--- config.mk ---
export PLATFORM = sky130hd
export DESIGN_NAME = ir_acondicionador_pulso
export DESIGN_NICKNAME = d
export VERILOG_FILES = /design/src/rtl/ir_pkg.sv /design/src/rtl/sincronizador_2ff.sv /design/src/rtl/ir_acondicionador_pulso.sv
export SDC_FILE = /design/constraint.sdc
export NUM_CORES = 1
export LEC_CHECK = 0
export ABC_AREA = 1
export CORE_MARGIN = 5
export CORE_UTILIZATION = 30
export CTS_BUF_LIST = sky130_fd_sc_hd__clkbuf_8
export DETAILED_ROUTE_END_ITERATION = 16
export DONT_BUFFER_PORTS = 1
export PLACE_DENSITY = 0.42
export SYNTH_ARGS = -nofsm -noshare
export SYNTH_HDL_FRONTEND = slang
export SYNTH_HIERARCHICAL = 1
export SYNTH_SLANG_ARGS = --single-unit
--- constraint.sdc ---
create_clock -name clk -period 1.3 [get_ports clk]
set_input_delay 0.26 -clock clk [delete_from_list [all_inputs] [get_ports clk]]
set_output_delay 0.26 -clock clk [all_outputs]
set_load 0.01 [all_outputs]
--- src/rtl/ir_pkg.sv ---
// rtl/ir_pkg.sv - shared state encoding, default timings and blocked-level convention for IR sensor front ends
package ir_pkg;

  typedef enum logic [1:0] {
    LIBRE          = 2'd0,
    CONFIRMA_BLOQ  = 2'd1,
    BLOQUEADO      = 2'd2,
    CONFIRMA_LIBRE = 2'd3
  } estado_t;

  localparam int DEBOUNCE_CYCLES_DEF = 50000;     // 1 ms at 50 MHz
  localparam int STUCK_CYCLES_DEF    = 50000000;  // 1 s at 50 MHz

  // Internal level `s`: this value always means "beam blocked", whatever the receiver polarity.
  localparam logic S_BLOQUEADO = 1'b1;

  function automatic logic a_nivel_s(input logic nivel, input bit activo_bajo);
    return ((nivel == 1'b0) == activo_bajo) ? S_BLOQUEADO : ~S_BLOQUEADO;
  endfunction

  function automatic logic nivel_libre(input bit activo_bajo);
    return activo_bajo ? 1'b1 : 1'b0;
  endfunction

endpackage

--- src/rtl/sincronizador_2ff.sv ---
// rtl/sincronizador_2ff.sv - 1-bit two-flop synchroniser with parameterised reset value
module sincronizador_2ff #(
  parameter logic RST_VAL = 1'b0
) (
  input  logic clk,
  input  logic rst_n,
  input  logic i_d,
  output logic o_q
);

  logic r_meta;
  logic r_sync;

  always_ff @(posedge clk or negedge rst_n) begin
    if (!rst_n) begin
      r_meta <= RST_VAL;
      r_sync <= RST_VAL;
    end else begin
      r_meta <= i_d;
      r_sync <= r_meta;
    end
  end

  assign o_q = r_sync;

endmodule

--- src/rtl/ir_acondicionador_pulso.sv ---
// rtl/ir_acondicionador_pulso.sv - IR beam conditioner: sync, two-way debounce, one count pulse per interruption
// Optional stuck-beam fault timer is built when IR_STUCK_TIMEOUT_EN is defined.
module ir_acondicionador_pulso
  import ir_pkg::*;
#(
  parameter int DEBOUNCE_CYCLES   = DEBOUNCE_CYCLES_DEF,
  parameter int CNT_W             = 16,
  parameter bit SENSOR_ACTIVE_LOW = 1'b1,
  parameter int STUCK_CYCLES      = STUCK_CYCLES_DEF
) (
  input  logic clk,
  input  logic rst_n,
  input  logic ir_in,
  output logic cuenta,
  output logic objeto,
  output logic falla
);

  localparam logic [CNT_W-1:0] LIMITE = CNT_W'(DEBOUNCE_CYCLES - 1);

  estado_t          r_state;
  estado_t          w_state_next;
  logic [CNT_W-1:0] r_cnt;
  logic [CNT_W-1:0] w_cnt_next;
  logic             r_cuenta;
  logic             w_cuenta_next;
  logic             r_objeto;
  logic             w_objeto_next;
  logic             w_raw_sync;
  logic             w_s;

  sincronizador_2ff #(
    .RST_VAL (nivel_libre(SENSOR_ACTIVE_LOW))
  ) u_sync (
    .clk   (clk),
    .rst_n (rst_n),
    .i_d   (ir_in),
    .o_q   (w_raw_sync)
  );

  assign w_s = a_nivel_s(w_raw_sync, SENSOR_ACTIVE_LOW);

  always_ff @(posedge clk or negedge rst_n) begin
    if (!rst_n) begin
      r_state  <= LIBRE;
      r_cnt    <= '0;
      r_cuenta <= 1'b0;
      r_objeto <= 1'b0;
    end else begin
      r_state  <= w_state_next;
      r_cnt    <= w_cnt_next;
      r_cuenta <= w_cuenta_next;
      r_objeto <= w_objeto_next;
    end
  end

  // The limit compare is tested before the increment, so cnt never passes LIMITE.
  always_comb begin
    w_state_next  = r_state;
    w_cnt_next    = r_cnt;
    w_cuenta_next = 1'b0;
    unique case (r_state)
      LIBRE: begin
        if (w_s == S_BLOQUEADO) begin
          w_state_next = CONFIRMA_BLOQ;
          w_cnt_next   = '0;
        end
      end
      CONFIRMA_BLOQ: begin
        if (w_s != S_BLOQUEADO) begin
          w_state_next = LIBRE;
        end else if (r_cnt == LIMITE) begin
          w_state_next  = BLOQUEADO;
          w_cuenta_next = 1'b1;
        end else begin
          w_cnt_next = r_cnt + CNT_W'(1);
        end
      end
      BLOQUEADO: begin
        if (w_s != S_BLOQUEADO) begin
          w_state_next = CONFIRMA_LIBRE;
          w_cnt_next   = '0;
        end
      end
      CONFIRMA_LIBRE: begin
        if (w_s == S_BLOQUEADO) begin
          w_state_next = BLOQUEADO;
        end else if (r_cnt == LIMITE) begin
          w_state_next = LIBRE;
        end else begin
          w_cnt_next = r_cnt + CNT_W'(1);
        end
      end
    endcase
    w_objeto_next = (w_state_next == BLOQUEADO) || (w_state_next == CONFIRMA_LIBRE);
  end

  assign cuenta = r_cuenta;
  assign objeto = r_objeto;

`ifdef IR_STUCK_TIMEOUT_EN
  localparam int               STK_W   = $clog2(STUCK_CYCLES + 1);
  localparam logic [STK_W-1:0] STK_LIM = STK_W'(STUCK_CYCLES);

  logic [STK_W-1:0] r_stuck;
  logic             r_falla;
  logic             w_en_bloq;

  // Timer and fault clear on the same edge the FSM returns to LIBRE.
  assign w_en_bloq = ((r_state == BLOQUEADO) || (r_state == CONFIRMA_LIBRE)) &&
                     (w_state_next != LIBRE);

  always_ff @(posedge clk or negedge rst_n) begin
    if (!rst_n) begin
      r_stuck <= '0;
      r_falla <= 1'b0;
    end else if (!w_en_bloq) begin
      r_stuck <= '0;
      r_falla <= 1'b0;
    end else if (r_stuck != STK_LIM) begin
      r_stuck <= r_stuck + STK_W'(1);
      if (r_stuck == STK_LIM - STK_W'(1)) begin
        r_falla <= 1'b1;
      end
    end
  end

  assign falla = r_falla;
`else
  logic w_unused_stuck;
  assign w_unused_stuck = (STUCK_CYCLES > 0);
  assign falla          = 1'b0;
`endif

endmodule

Word-level counts from Yosys, hierarchy flattened
Index checks and enable logic that the tools add are counted.
{ "totals": {"output_inout_bits": 3, "register_bits": 22} }
{ "op_classes": {"n_mux": 16, "n_reduce_logical": 3, "add_sub_neg": 1, "n_eq_ne": 10} }
{ "ops": {"columns": ["cell", "count"], "rows": [
  ["$mux W16", 5],
  ["$pmux W16 S4", 1],
  ["$add A16 B1 Y16 const B", 1],
  ["$eq A16 B16 Y1 const B", 1],
  ["$mux W2", 6],
  ["$eq A2 B2 Y1 const B", 4],
  ["$pmux W2 S4", 1],
  ["$ne A2 B1 Y1 const B", 2],
  ["$ne A2 B2 Y1 const B", 2],
  ["$reduce_and A4 Y1", 1],
  ["$mux W1", 3],
  ["$eq A2 B1 Y1 const B", 1],
  ["$logic_not A2 Y1", 1],
  ["$logic_or A1 B1 Y1", 1]
]} }

Depth between registers and ports, before layout
{ "logic_depth": {"word_depth": 6, "mapped_depth": 9} }

Modules after synthesis
Netlist, hierarchy kept.
{ "modules_own_cells": {"columns": ["module", "cells_each", "instances", "area_each_um2"], "rows": [
  ["ir_acondicionador_pulso", 169, 1, 1179.9],
  ["sincronizador_2ff", 2, 1, 52.6]
]} }

Least setup slack after synthesis
Ideal clock, no wire load.
{ "synth_path": {"kind": "register to register", "start": "register r_cnt[0]", "end": "register r_cnt[2]", "n_path_buf": 2, "stages_incl_launch_ff": 10, "t_required_ns": 1.182, "path_slack_ns": -0.102, "arrival_time_ns": 1.284, "synth_period_minus_slack_ns": 1.402, "setup_ns": 0.118, "path_cell_list": "dfrtp_1 -> ha_1 -> nand2_1 -> nor2_4 -> nand3_2 -> nand2_2 -> buf_6 -> buf_6 -> nand2_1 -> o21ai_2"} }
{ "synth_via": {"elab_chain_len": 4} }
{ "synth_lines": {"columns": ["element", "line", "rtl"], "rows": [
  ["start: declaration", "ir_acondicionador_pulso.sv:23", "logic [CNT_W-1:0] r_cnt;"],
  ["start signal: assignment", "ir_acondicionador_pulso.sv:51", "r_cnt <= w_cnt_next;"],
  ["$add A16 B1 Y16 or $eq A16 B16 Y1 (tied branches)", null, null],
  ["$mux W16 *", "ir_acondicionador_pulso.sv:72, ir_acondicionador_pulso.sv:88", null],
  ["$mux W16 (on tied branches)", "ir_acondicionador_pulso.sv:86, ir_acondicionador_pulso.sv:70", null],
  ["$pmux W16 S4 *", "ir_acondicionador_pulso.sv:62", "unique case (r_state)"]
]} }
Every way passes the cells marked *; elsewhere a longest branch is shown, timed or not. The select of a mux whose other input is x is not followed.
A chain may end at the register's enable or synchronous reset.

Worst setup path in the final report
{ "layout_path": {"start": "register r_cnt[0]", "end": "register r_cnt[7]"} }
Same word-level chain as after synthesis.

==> run metrics <==
outcome=finished with violations; failing checks=negative setup slack; CTS tree=yes; syn_nets=175; average footprint of a synthesized cell=between 7 and 8 um^2; final-layout fill cell count=roughly 410; Synth top area share=38.58%; slowest CP cell=dfrtp_1; pre-CTS WS=-115.2 ps; largest area contributor in the netlist=dfrtp_1; critical setup path kind=flop to flop; Peak Freq=733.6 MHz; Multi-input gate area=about 660 um^2; Logic pwr share=9.3%; sequential fraction of the synthesis area=approximately 43%; final WL=3092 um; via/cell ratio=4.646; Sequential Power Share=55.5%; hpwl dp=2310 um; Final period util=104.9%; Crit Path Max Fanout=6; #FFs+latches synth=21; setup TNS=-650.9 ps; Port Buffers=0; nets=between 200 and 250; worst setup slack after layout=-63.10 ps; DR DRC count=0; initial drt markers=between 60 and 70; hold_ws=207.0 ps; crit start category=flop; power share of the clock group=35.2%; sw frac=between 20% and 30%; total grt overflow=0; vias in the first global route=approximately 1.3k; die height=74.10 um; ANT cells=0; FF/Latch Area=528.0 um^2; synthesized area=~0.0012 mm^2; crit-path most repeated cell=nand2_1; WP data required=1460 ps; Pre-antenna DRT Iters=4; GP Congestion=0.7697; VDD IR-drop max=0.4301 mV; fin area=0.001650 mm^2; Die X=74.10 um; main area contributors after synthesis=dfrtp_1, nand2_1, nand3_1; Setup-failing EPs final=16; Max-slew headroom=36.52%; largest net degree at the start of global routing=22; Worst setup EP type=flop; Setup Skew=3.153 ps; Int Power=928.6 uW; Distinct cells, synth=24; Power Density=744.5 mW/mm^2; fin crit period=1363 ps; io pins=6; clk buf depth=2; P&R area growth vs syn=33.91%; post-DR wirelength/cell=around 12 um; RSZ-0062 raised after global routing=true; Worst path max stage delay=360 ps; Clock Pin Slew Worst Setup and Hold Paths=80 ps; Row Count=23; Min-Delay Path Class=input port to asynchronous set/reset pin; CP arrival=1520 ps; CP Buf/Inv Count=1; Max Cap Viol=0; Starting Density=30.81%; share of layout cells above drive strength 1=26.47%; Root Driver=clkbuf_8; final antenna-violating net count=0; DR vias=1,180; Slew @ Worst Pin=952.3 ps; synthesized instance count=171; placed cell area=~0.0015 mm^2; clk sinks=21; GRT Resource Usage Total=13.44%; sw power=300.1 uW; initial antenna violation count=0; Core Region=0.004000 mm^2; Max Slew Vio Count=0; total CTS buffers=3; first-pass GRT wire length=5561 um; P_leak=0.7661 nW; synth warn=6; die area=0.005490 mm^2; critical path cell sequence=ha_2 > nand2_2 > nor2_4 > nand3_4 > nand2_4 > inv_1 > nand2_1 > nand2_1; H-tree levels=1; Worst-Skew Late Latency=260 ps; Final Hold Violating Endpoints=0; CP delay by family, top=simple AND/OR/NAND/NOR gates
==> area by class of cell <==
type | instances | share of cell area, %
Clock buffer | 3 | 2.502
Clock inverter | 1 | 0.2274
Inverter | 19 | 4.321
Multi-Input combinational cell | 126 | 39.80
Sequential cell | 21 | 31.99
Tap cell | 50 | 3.791
Timing Repair Buffer | 34 | 17.36
==> logic make-up after synthesis <==
kind of cell / count (synthesis) / synth area share, %
and+or+nand+nor: 101 / 35.23
buffers and inverters: 24 / 8.934
DFF: 21 / 42.84
AOI/OAI and AO/OA: 17 / 7.411
xor gates and xnor gates: 6 / 4.264
adders and majority gates: 1 / 1.015
other: 1 / 0.3043
==> through the flow <==
stage               cells  util [%]  power (mW)
global placement      247     37.60      0.7834
floorplan             171         -      0.7499
finish                254     41.26       1.229
CTS                   253     39.66       1.244
global route          254     41.26       1.294
detailed placement    247     37.60      0.7853
==> cell usage after synthesis <==
cell type and number:
nor3_1 2, dfrtp_1 19, o21ai_2 1, inv_1 19, o21bai_1 1, ha_1 1, nand2_1 49, clkbuf_1 1
conb_1 1, buf_6 2, nand3_2 1, o21ai_0 14, or2_2 1, a21oi_1 1, nor2_4 1, buf_2 1
buf_4 1, nand4_1 4, xnor2_1 1, nand3_1 19, xor2_1 5, nand2_2 1, nor2_1 23, dfstp_2 2
==> path summary, 6_finish.rpt <==
path	startpoint	endpoint	slack [ps]	cells past startpoint
max	r_cnt[0]	r_cnt[7]	-60	8
min reg2reg	u_sync/r_meta	u_sync/o_q	360	0
min in group clk	u_sync/r_meta	u_sync/o_q	360	0
max reg2reg	r_cnt[0]	r_cnt[7]	-60	8
max in group asynchronous	rst_n	r_cnt[1]	510	1
min	rst_n	r_cnt[13]	210	1
==> registers in the layout, summed over array words and instances (netlist names) <==
name / count
u_sync/o_q: 1
u_sync/r_meta: 1
r_state: 1
cuenta: 1
r_cnt: 16
objeto: 1
==> what timing repair did <==
| item | in CTS | in global routing |
|---|---|---|
| pin swaps | 0 | 1 |
| resized for setup | 6 | 21 |
| setup buffers | 0 | 1 |
| endpoints found under the setup margin | 17 | 38 |
| hold buffers | 2 | 0 |
| hold endpoints to repair | 22 | 0 |
==> placed cells by master (no fill, tap or decap), types with 2 or more instances in the layout <==
cell	count
nor2_2	3
dfrtp_1	19
nand2_1	46
nand3_1	18
clkbuf_8	3
nor2_4	4
inv_1	20
o21ai_0	7
xor2_1	5
buf_6	3
nand4_1	4
buf_4	28
dfstp_2	2
o21ai_1	7
nor2_1	17
nand2_2	3
==> power groups by stage <==
stage          clock (mW)  combinational [mW]  sequential, mW
6_report            0.433               0.114           0.682
3_3_place_gp            0              0.0898           0.694
4_1_cts             0.451               0.111           0.682
2_1_floorplan           0              0.0536           0.696
3_5_place_dp            0              0.0905           0.695
5_1_grt             0.480               0.128           0.686
==> metal layers <==
layer,vias to the layer above,wire [um],GRT usage [%]
li1,604,-,-
met1,551,1482,17.14
met2,18,1457,21.95
met3,7,88,2.973
met4,0,63,5.634
met5,-,0,0
Power figures use the tool's default switching activity.
